**src/rtl/key_led_pkg.sv**
```systemverilog
// key_led_pkg: shared encodings for the key-driven LED pattern engine.
// Mode codes, entry patterns for each mode and the top speed level.
package key_led_pkg;

  localparam logic [1:0] MODE_OFF    = 2'd0;
  localparam logic [1:0] MODE_FLOW_L = 2'd1;
  localparam logic [1:0] MODE_FLOW_R = 2'd2;
  localparam logic [1:0] MODE_BLINK  = 2'd3;

  localparam logic [3:0] PAT_OFF    = 4'b0000;
  localparam logic [3:0] PAT_FLOW_L = 4'b0001;
  localparam logic [3:0] PAT_FLOW_R = 4'b1000;
  localparam logic [3:0] PAT_BLINK  = 4'b1111;

  localparam logic [1:0] SPEED_MAX = 2'd3;

  // Pattern loaded when a mode is entered.
  function automatic logic [3:0] entry_pattern(input logic [1:0] m);
    logic [3:0] p;
    case (m)
      MODE_FLOW_L: p = PAT_FLOW_L;
      MODE_FLOW_R: p = PAT_FLOW_R;
      MODE_BLINK:  p = PAT_BLINK;
      default:     p = PAT_OFF;
    endcase
    return p;
  endfunction

endpackage

```
**src/rtl/key_led_tick.sv**
```systemverilog
// key_led_tick: step-period generator. Period is BASE_TICK >> speed clocks;
// a one-cycle step pulse fires on the edge where the counter wraps.
// The counter holds while en is low and returns to 0 on clr.
module key_led_tick
  import key_led_pkg::*;
#(
  parameter int BASE_TICK = 25_000_000,
  parameter int CNT_W     = 25
) (
  input  logic       clk,
  input  logic       rst,
  input  logic [1:0] speed,
  input  logic       en,
  input  logic       clr,
  output logic       step
);

  localparam logic [CNT_W-1:0] P0M1 = CNT_W'(BASE_TICK - 1);
  localparam logic [CNT_W-1:0] P1M1 = CNT_W'((BASE_TICK >> 1) - 1);
  localparam logic [CNT_W-1:0] P2M1 = CNT_W'((BASE_TICK >> 2) - 1);
  localparam logic [CNT_W-1:0] P3M1 = CNT_W'((BASE_TICK >> 3) - 1);

  if ((BASE_TICK < 8) || ((BASE_TICK % 8) != 0)) begin : g_bad_base
    $error("key_led_tick: BASE_TICK must be >= 8 and divisible by 8");
  end

  logic [CNT_W-1:0] cnt;
  logic [CNT_W-1:0] last;

  // Terminal count for the current speed level.
  always_comb begin
    last = P0M1;
    case (speed)
      2'd1:    last = P1M1;
      2'd2:    last = P2M1;
      2'd3:    last = P3M1;
      default: last = P0M1;
    endcase
  end

  assign step = en && (cnt == last);

  // Period counter: clear wins, otherwise count while enabled and wrap.
  always_ff @(posedge clk or negedge rst) begin
    if (!rst) begin
      cnt <= '0;
    end else if (clr) begin
      cnt <= '0;
    end else if (en) begin
      if (cnt == last) cnt <= '0;
      else             cnt <= cnt + 1'b1;
    end
  end

endmodule

```
**src/rtl/key_led_ctrl.sv**
```systemverilog
// key_led_ctrl: 4-LED pattern engine driven by debounced one-hot key pulses.
// key[0] next mode, key[1] speed up, key[2] speed down, key[3] run/pause.
// Optional idle auto-off is enabled by defining KEY_LED_AUTO_OFF_EN.
module key_led_ctrl
  import key_led_pkg::*;
#(
  parameter int BASE_TICK    = 25_000_000,
  parameter int CNT_W        = 25,
  parameter int IDLE_TIMEOUT = 500_000_000
) (
  input  logic       clk,
  input  logic       rst,
  input  logic [3:0] key_val,
  output logic [3:0] led,
  output logic [1:0] mode,
  output logic [1:0] speed,
  output logic       running
);

  if (IDLE_TIMEOUT < 2) begin : g_bad_idle
    $error("key_led_ctrl: IDLE_TIMEOUT must be >= 2");
  end

  logic [3:0] key;
  logic       step;
  logic       tick_en;
  logic       tick_clr;
  logic       timeout;

  // Lowest set key bit wins when several arrive together.
  always_comb begin
    key = 4'b0000;
    if      (key_val[0]) key = 4'b0001;
    else if (key_val[1]) key = 4'b0010;
    else if (key_val[2]) key = 4'b0100;
    else if (key_val[3]) key = 4'b1000;
  end

`ifdef KEY_LED_AUTO_OFF_EN
  localparam int IDLE_W = $clog2(IDLE_TIMEOUT + 1);
  localparam logic [IDLE_W-1:0] IDLE_LAST = IDLE_W'(IDLE_TIMEOUT - 1);

  logic [IDLE_W-1:0] idle_cnt;

  // Idle counter: any key restarts it, otherwise count up and stick at the end.
  always_ff @(posedge clk or negedge rst) begin
    if (!rst) begin
      idle_cnt <= '0;
    end else if (key_val != 4'b0000) begin
      idle_cnt <= '0;
    end else if (idle_cnt != IDLE_LAST) begin
      idle_cnt <= idle_cnt + 1'b1;
    end
  end

  // Timeout only when no key arrives on the same edge.
  always_comb begin
    timeout = (idle_cnt == IDLE_LAST) && (key == 4'b0000);
  end
`else
  // No idle tracking in this build.
  always_comb begin
    timeout = 1'b0;
  end
`endif

  // Counter is frozen on any key edge so a pause stops at the current count
  // and a key always pre-empts the step on its edge.
  always_comb begin
    tick_en  = running && (mode != MODE_OFF) && (key == 4'b0000);
    tick_clr = key[0] || key[1] || key[2] || timeout;
  end

  key_led_tick #(
    .BASE_TICK (BASE_TICK),
    .CNT_W     (CNT_W)
  ) u_tick (
    .clk   (clk),
    .rst   (rst),
    .speed (speed),
    .en    (tick_en),
    .clr   (tick_clr),
    .step  (step)
  );

  // Mode/speed/run registers and pattern register; keys take priority over steps.
  always_ff @(posedge clk or negedge rst) begin
    if (!rst) begin
      mode    <= MODE_OFF;
      speed   <= '0;
      running <= 1'b1;
      led     <= PAT_OFF;
    end else if (key[0]) begin
      mode <= mode + 2'd1;
      led  <= entry_pattern(mode + 2'd1);
    end else if (key[1]) begin
      if (speed != SPEED_MAX) speed <= speed + 2'd1;
    end else if (key[2]) begin
      if (speed != 2'd0) speed <= speed - 2'd1;
    end else if (key[3]) begin
      running <= ~running;
    end else if (timeout) begin
      mode <= MODE_OFF;
      led  <= PAT_OFF;
    end else if (step) begin
      case (mode)
        MODE_FLOW_L: led <= {led[2:0], led[3]};
        MODE_FLOW_R: led <= {led[0], led[3:1]};
        MODE_BLINK:  led <= ~led;
        default:     led <= PAT_OFF;
      endcase
    end
  end

endmodule
```
**config.mk**
```make
export PLATFORM = sky130hd
export DESIGN_NAME = key_led_ctrl
export DESIGN_NICKNAME = d
export VERILOG_FILES = /design/src/rtl/key_led_pkg.sv /design/src/rtl/key_led_tick.sv /design/src/rtl/key_led_ctrl.sv
export SDC_FILE = /design/constraint.sdc
export NUM_CORES = 1
export LEC_CHECK = 0
export BUFFER_PORTS_ARGS = -buffer_cell sky130_fd_sc_hd__buf_2
export CORE_ASPECT_RATIO = 1.25
export CORE_UTILIZATION = 44
export CTS_CLUSTER_DIAMETER = 60
export DETAILED_ROUTE_END_ITERATION = 6
export MAX_ROUTING_LAYER = met4
export SYNTH_ARGS = -nofsm -noshare
export SYNTH_HDL_FRONTEND = slang
export SYNTH_SLANG_ARGS = --single-unit
export TNS_END_PERCENT = 1
```
**constraint.sdc**
```tcl
create_clock -name clk -period 2.58 [get_ports clk]
set_input_delay 0.129 -clock clk [delete_from_list [all_inputs] [get_ports clk]]
set_output_delay 0.129 -clock clk [all_outputs]
set_load 0.01 [all_outputs]
```
==> results of run 1 <==
[synth_stat cells, types with 3 or more instances]
| cell | n | share of area |
|---|---|---|
| o21ai_0 | 13 | 0.028 |
| xor2_1 | 6 | 0.022 |
| inv_1 | 11 | 0.018 |
| a21o_1 | 3 | 0.0096 |
| nand2_1 | 32 | 0.051 |
| a222oi_1 | 4 | 0.017 |
| o211ai_1 | 3 | 0.0096 |
| or3_1 | 10 | 0.027 |
| nor2_1 | 13 | 0.021 |
| xnor2_1 | 5 | 0.019 |
| nor3b_1 | 5 | 0.016 |
| buf_6 | 3 | 0.014 |
| nand3_1 | 30 | 0.064 |
| mux2i_1 | 3 | 0.013 |
| o311ai_0 | 4 | 0.015 |
| a21oi_1 | 12 | 0.026 |
| and3_1 | 4 | 0.011 |
| and2_1 | 3 | 0.0080 |
| nor3_1 | 6 | 0.013 |
| clkbuf_1 | 3 | 0.0048 |
| dfrtp_1 | 33 | 0.35 |
| ha_1 | 11 | 0.059 |
[worst reg2reg max path, delay by kind of cell (launching register included)]
kind | cells | cell delay (ns)
compound gates | 3 | 0.86
fa+ha+maj | 1 | 0.20
flops | 1 | 0.45
buf+inv | 1 | 0.21
mux | 1 | 0.08
simple gates | 2 | 0.59
[per-layer routing]
metal	routed length (um)	track usage	vias to the layer above
met1	2440	0.277	1033
met5	0	-	-
met4	104	0.0928	0
met2	3150	0.405	40
met3	197	0.0437	10
li1	-	-	1010
[timing repair]
action,4_1_cts,5_1_grt
hold buffers,1,0
endpoints found under the hold margin,33,0
buffers inserted,0,1
endpoints found under the setup margin,0,19
resized for setup,0,3
[flip-flops by register name, summed over array words and instances (netlist names)]
register,count
mode,2
u_tick.cnt,25
speed,2
led,4
running,1
[cells in the final DEF, fill, tap and decap left out, types with 2 or more instances in the layout]
cell,count
nor4bb_1,2
or3_1,10
a21oi_1,12
nor4_1,2
nor2_1,13
o211ai_1,3
o21ai_2,2
dfrtp_1,31
and3_1,4
a22oi_1,2
mux2i_1,3
a222oi_1,4
and2_2,2
and4bb_2,2
nand3_1,30
inv_1,11
o21ai_0,13
nand4b_1,2
nor3b_1,5
clkbuf_8,6
buf_4,8
a22o_1,2
a21o_1,3
xnor2_1,5
or2_2,2
xor2_1,6
nand4_1,2
o311ai_0,4
nor3_1,6
nand2_1,32
dfrtp_2,2
buf_2,14
and2_1,3
ha_1,10
[kinds of logic (layout without fill, tap and decap cells)]
| group | count (synthesis) | after routing | synth area share |
|---|---|---|---|
| flops | 34 | 34 | 0.365 |
| xor+xnor | 11 | 11 | 0.0412 |
| compound gates | 56 | 57 | 0.169 |
| simple gates | 128 | 128 | 0.304 |
| buf+inv | 20 | 42 | 0.0493 |
| fa+ha+maj | 11 | 11 | 0.0589 |
| mux | 3 | 3 | 0.0129 |
[where the power goes]
group / switching [mW] / internal (mW) / leakage (nW)
Sequential: 0.100 / 0.615 / 0.453
Combinational: 0.449 / 0.342 / 0.616
Clock: 0.207 / 0.216 / 0.0482
[worst max path at each step]
stage             start              to  slack [ns]  cells past startpoint
6_report       speed[0]   u_tick.cnt[2]        0.07                      8
4_1_cts        speed[0]   u_tick.cnt[3]        0.04                      7
3_5_place_dp   speed[0]  u_tick.cnt[13]        0.04                      7
2_1_floorplan   mode[1]          led[3]       -0.02                      8
5_1_grt        speed[0]   u_tick.cnt[5]       0.005                      8
3_3_place_gp   speed[0]   u_tick.cnt[3]        0.11                      7
[final cells by class]
type	count	area [um2]
well taps	62	77.6
fillers	497	2480
repair buffers	23	140
clock inverters	1	5.00
multi-input cells	210	1400
flip-flops and latches	34	855
inverters	11	41.3
clock buffers	7	86.3
==> impl_metrics.ini, run 1 <==
[timing]
fin_ws_ns = 0.0709
grt_setup_unrepaired = false
post-route-min-period_ns = 2.51
finalMaxSlewViolations = 0
worstMarginPinSlew_ns = 0.789
fin_setup_tns_ns = 0
finalHoldViolCount = 0
hold_ws_ns = 0.0758
setup_violations = 0
max-slew-margin-rel = 0.474
skew_ns = 0.00510
max_freq_ghz = 0.399
finalCritPeriodShare = 0.973

[worst_setup_path]
startpoint_type = register
r2r-end = u_tick.cnt[2]
critPathMaxStageDelay_ns = 0.45
crit_path_top_delay_cell = dfrtp_2
criticalPathCategory = register to register
critPathArrivalTime_ns = 2.68
reg2reg_slack_ns = 0.07
r2r_cells = 8
critPathRequiredTime_ns = 2.75
r2r-start = speed[0]
end_kind = register
cp_top_family = compound AO/OA/AOI/OAI gates
cp_cell_sequence = ha_2, or3b_1, a2111o_1, nor4_4, buf_4, a21o_2, o21a_1, mux2i_1
critPathMaxFanout = 11
path_buf_inv = 1

[cts]
cts_tree = built
cts-root-buf = clkbuf_8
htree_levels = 2
insertion_delay_ns = 0.29
numClockSinks = 34
cts_buffers = 5
clkTransAtPathRegs_ns = 0.07
clockBufferDepth = 2

[floorplan]
fp.dieW_um = 67.2
start_util = 0.460
dieHeight_um = 83.5
io-pin-count = 15
num_rows = 29
die_area_um2 = 5610
floorplan.core_area_um2 = 5080

[placed_design]
gp_congestion = 0.829
dp_slack_ns = 0.0449
port_buffers = 14
dp.cells = 337
place_area_um2 = 2470
place_hpwl_um = 4270

[final_layout]
finalNetCount = 302
instances_no_fill = 348
syn2layout_area_growth_pct = 11.3
utilization = 0.512
fin_area_um2 = 2600
antennaDiodeCount = 0
drive_gt1_frac = 0.182

[global_routing]
grt_max_degree = 35
grt_pass1_wl_um = 9760
first_global_vias = 2020
track_usage = 0.241
antenna_found_initial = 0
globalRoute.totalOverflow = 0

[routing]
drc_errors = 0
first_pass_iters = 4
wl_per_cell_um = 16.9
drtAntennaViolNets = 0
num_vias = 2093
drtIter0Drc = 125
vias_per_cell = 6.01
routed_wl_um = 5890

[synthesis]
yosys_warnings = 0
ys_types = 57
syn_inst = 263
syn_nets = 280
async_flop_share = 1.00
seq_area_frac_synth = 0.365
synth_area_um2 = 2340
avgSynthCellArea_um2 = 8.88
synth-edff-count = 0
synth-seq-cells = 34
synth_ff_type = dfrtp_1

[hold_path]
min_to = running
min-delay-start = key_val[3]
hp-class = input pin to register
holdPathStages = 3

[flow_run]
cap_violations = 0

[pwr]
power_mw = 1.93
p_leak_nw = 1.12
power_density_nw_per_um2 = 742
vdd_drop_max_v = 0.000558

[outcome]
status = complete, no violations
No activity file was read; power rests on OpenSTA's default activity.
==> run 2: changes to the inputs <==
- RECOVER_POWER: not set -> 50
==> run 2 against run 1 <==
Net effect:
- design area down 0.39%
- register-to-register slack about the same
- clock-buffer cell count unchanged
- via count up 1.4%
- highest routed layer unchanged
- sequential share of layout area up 0.079 points
- critical path depth unchanged
- clock power about the same
- clock skew up 0.0010 ns
- total power down 0.80%
- routed wire length up 1.3%
- sequential power about the same
==> impl_metrics.ini, run 2 (synthesis results as in run 1) <==
[timing]
finalCritPeriodShare = 0.972
finalHoldViolCount = 0
setup_violations = 0
post-route-min-period_ns = 2.51
worstMarginPinSlew_ns = 0.785
grt_setup_unrepaired = false
skew_ns = 0.00610
finalMaxSlewViolations = 0
hold_ws_ns = 0.0801
max_freq_ghz = 0.399
max-slew-margin-rel = 0.477

[worst_setup_path]
startpoint_type = register
critPathMaxStageDelay_ns = 0.45
cp_cell_sequence = ha_2, or3b_1, a2111o_1, nor4_4, buf_4, a21o_2, o21a_1, mux2i_1
critPathRequiredTime_ns = 2.75
criticalPathCategory = register to register
crit_path_top_delay_cell = dfrtp_2
path_buf_inv = 1
critPathArrivalTime_ns = 2.68
critPathMaxFanout = 11
cp_top_family = compound AO/OA/AOI/OAI gates
end_kind = register

[routing]
num_vias = 2123
first_pass_iters = 4
drtAntennaViolNets = 0
wl_per_cell_um = 17.1
drtIter0Drc = 122
routed_wl_um = 5960
drc_errors = 0
vias_per_cell = 6.10

[global_routing]
first_global_vias = 2020
grt_max_degree = 35
antenna_found_initial = 0
grt_pass1_wl_um = 9760
globalRoute.totalOverflow = 0
track_usage = 0.241

[pwr]
power_mw = 1.91
power_density_nw_per_um2 = 739
p_leak_nw = 1.10
vdd_drop_max_v = 0.000562

[cts]
cts-root-buf = clkbuf_8
numClockSinks = 34
cts_tree = built
clkTransAtPathRegs_ns = 0.07
clockBufferDepth = 2
insertion_delay_ns = 0.29
cts_buffers = 5
htree_levels = 2

[final_layout]
mostFrequentLayoutCells = nand2_1, dfrtp_1, nand3_1
finalNetCount = 302
syn2layout_area_growth_pct = 10.9
instances_no_fill = 348
largest_reg_flops = 25
drive_gt1_frac = 0.150
fill_cells = 499
antennaDiodeCount = 0
utilization = 0.510
top_regs = u_tick.cnt (25), led (4)
registers.top_by_ff_count = u_tick.cnt

[floorplan]
num_rows = 29
floorplan.core_area_um2 = 5080
dieHeight_um = 83.5
die_area_um2 = 5610
io-pin-count = 15
fp.dieW_um = 67.2
start_util = 0.460

[placed_design]
port_buffers = 14
dp.cells = 337
place_hpwl_um = 4270
gp_congestion = 0.829

[hold_path]
hp-class = input pin to register

[outcome]
status = complete, no violations

[flow_run]
cap_violations = 0
[run 2: changes by cell type in the layout (fill, tap and decap cells not counted), sizes merged]
cell,change
clkbuf,+7
buf,-7
[run 2: routing by layer]
| layer | share of wire | vias up | global-route usage |
|---|---|---|---|
| met5 | 0 | - | - |
| met4 | 0.017 | 0 | 0.0928 |
| met3 | 0.039 | 10 | 0.0437 |
| met2 | 0.54 | 50 | 0.405 |
| met1 | 0.41 | 1056 | 0.277 |
| li1 | - | 1007 | - |
[run 2: worst paths after layout]
path	from	endpoint	slack (ns)	cells past startpoint
min reg2reg	running	running	0.54	1
min in group asynchronous	rst	u_tick.cnt[18]	0.44	2
min	key_val[3]	running	0.08	3
max reg2reg	speed[0]	u_tick.cnt[2]	0.07	8
max	speed[0]	u_tick.cnt[2]	0.07	8
max in group asynchronous	rst	speed[0]	1.58	2
[run 2: final cells by class]
type / count / area [um2] / share of cell area
clock buffer: 7 / 86.3 / 0.0333
clock inverter: 1 / 5.00 / 0.00193
inverter: 11 / 41.3 / 0.0159
multi-input combinational: 210 / 1400 / 0.539
sequential: 34 / 853 / 0.329
tap: 62 / 77.6 / 0.0300
timing repair buffer: 23 / 131 / 0.0507
[run 2: per-stage QoR]
step / setup TNS (ns) / area [um2] / setup slack (ns)
after floorplan: -0.0434 / 2340 / -0.0169
after global placement: 0 / 2470 / 0.114
after detailed placement: 0 / 2470 / 0.0449
after CTS: 0 / 2570 / 0.0388
after global routing: 0 / 2590 / 0.00520
final: 0 / 2590 / 0.0717
[run 2: timing repair]
action,4_1_cts,5_1_grt
endpoints found under the setup margin,0,19
hold buffers,1,0
resized for setup,0,3
endpoints found under the hold margin,33,0
buffers inserted,0,1
[run 2: worst min-delay path: cells and delay by family]
| kind | cells | cell delay, ns |
|---|---|---|
| buf+inv | 1 | 0.11 |
| simple gates | 1 | 0.07 |
| xor+xnor | 1 | 0.06 |
[run 2: where the power goes]
group / internal (mW) / switching (mW) / total [mW]
Clock: 0.216 / 0.209 / 0.425
Combinational: 0.327 / 0.449 / 0.777
Sequential: 0.610 / 0.101 / 0.712
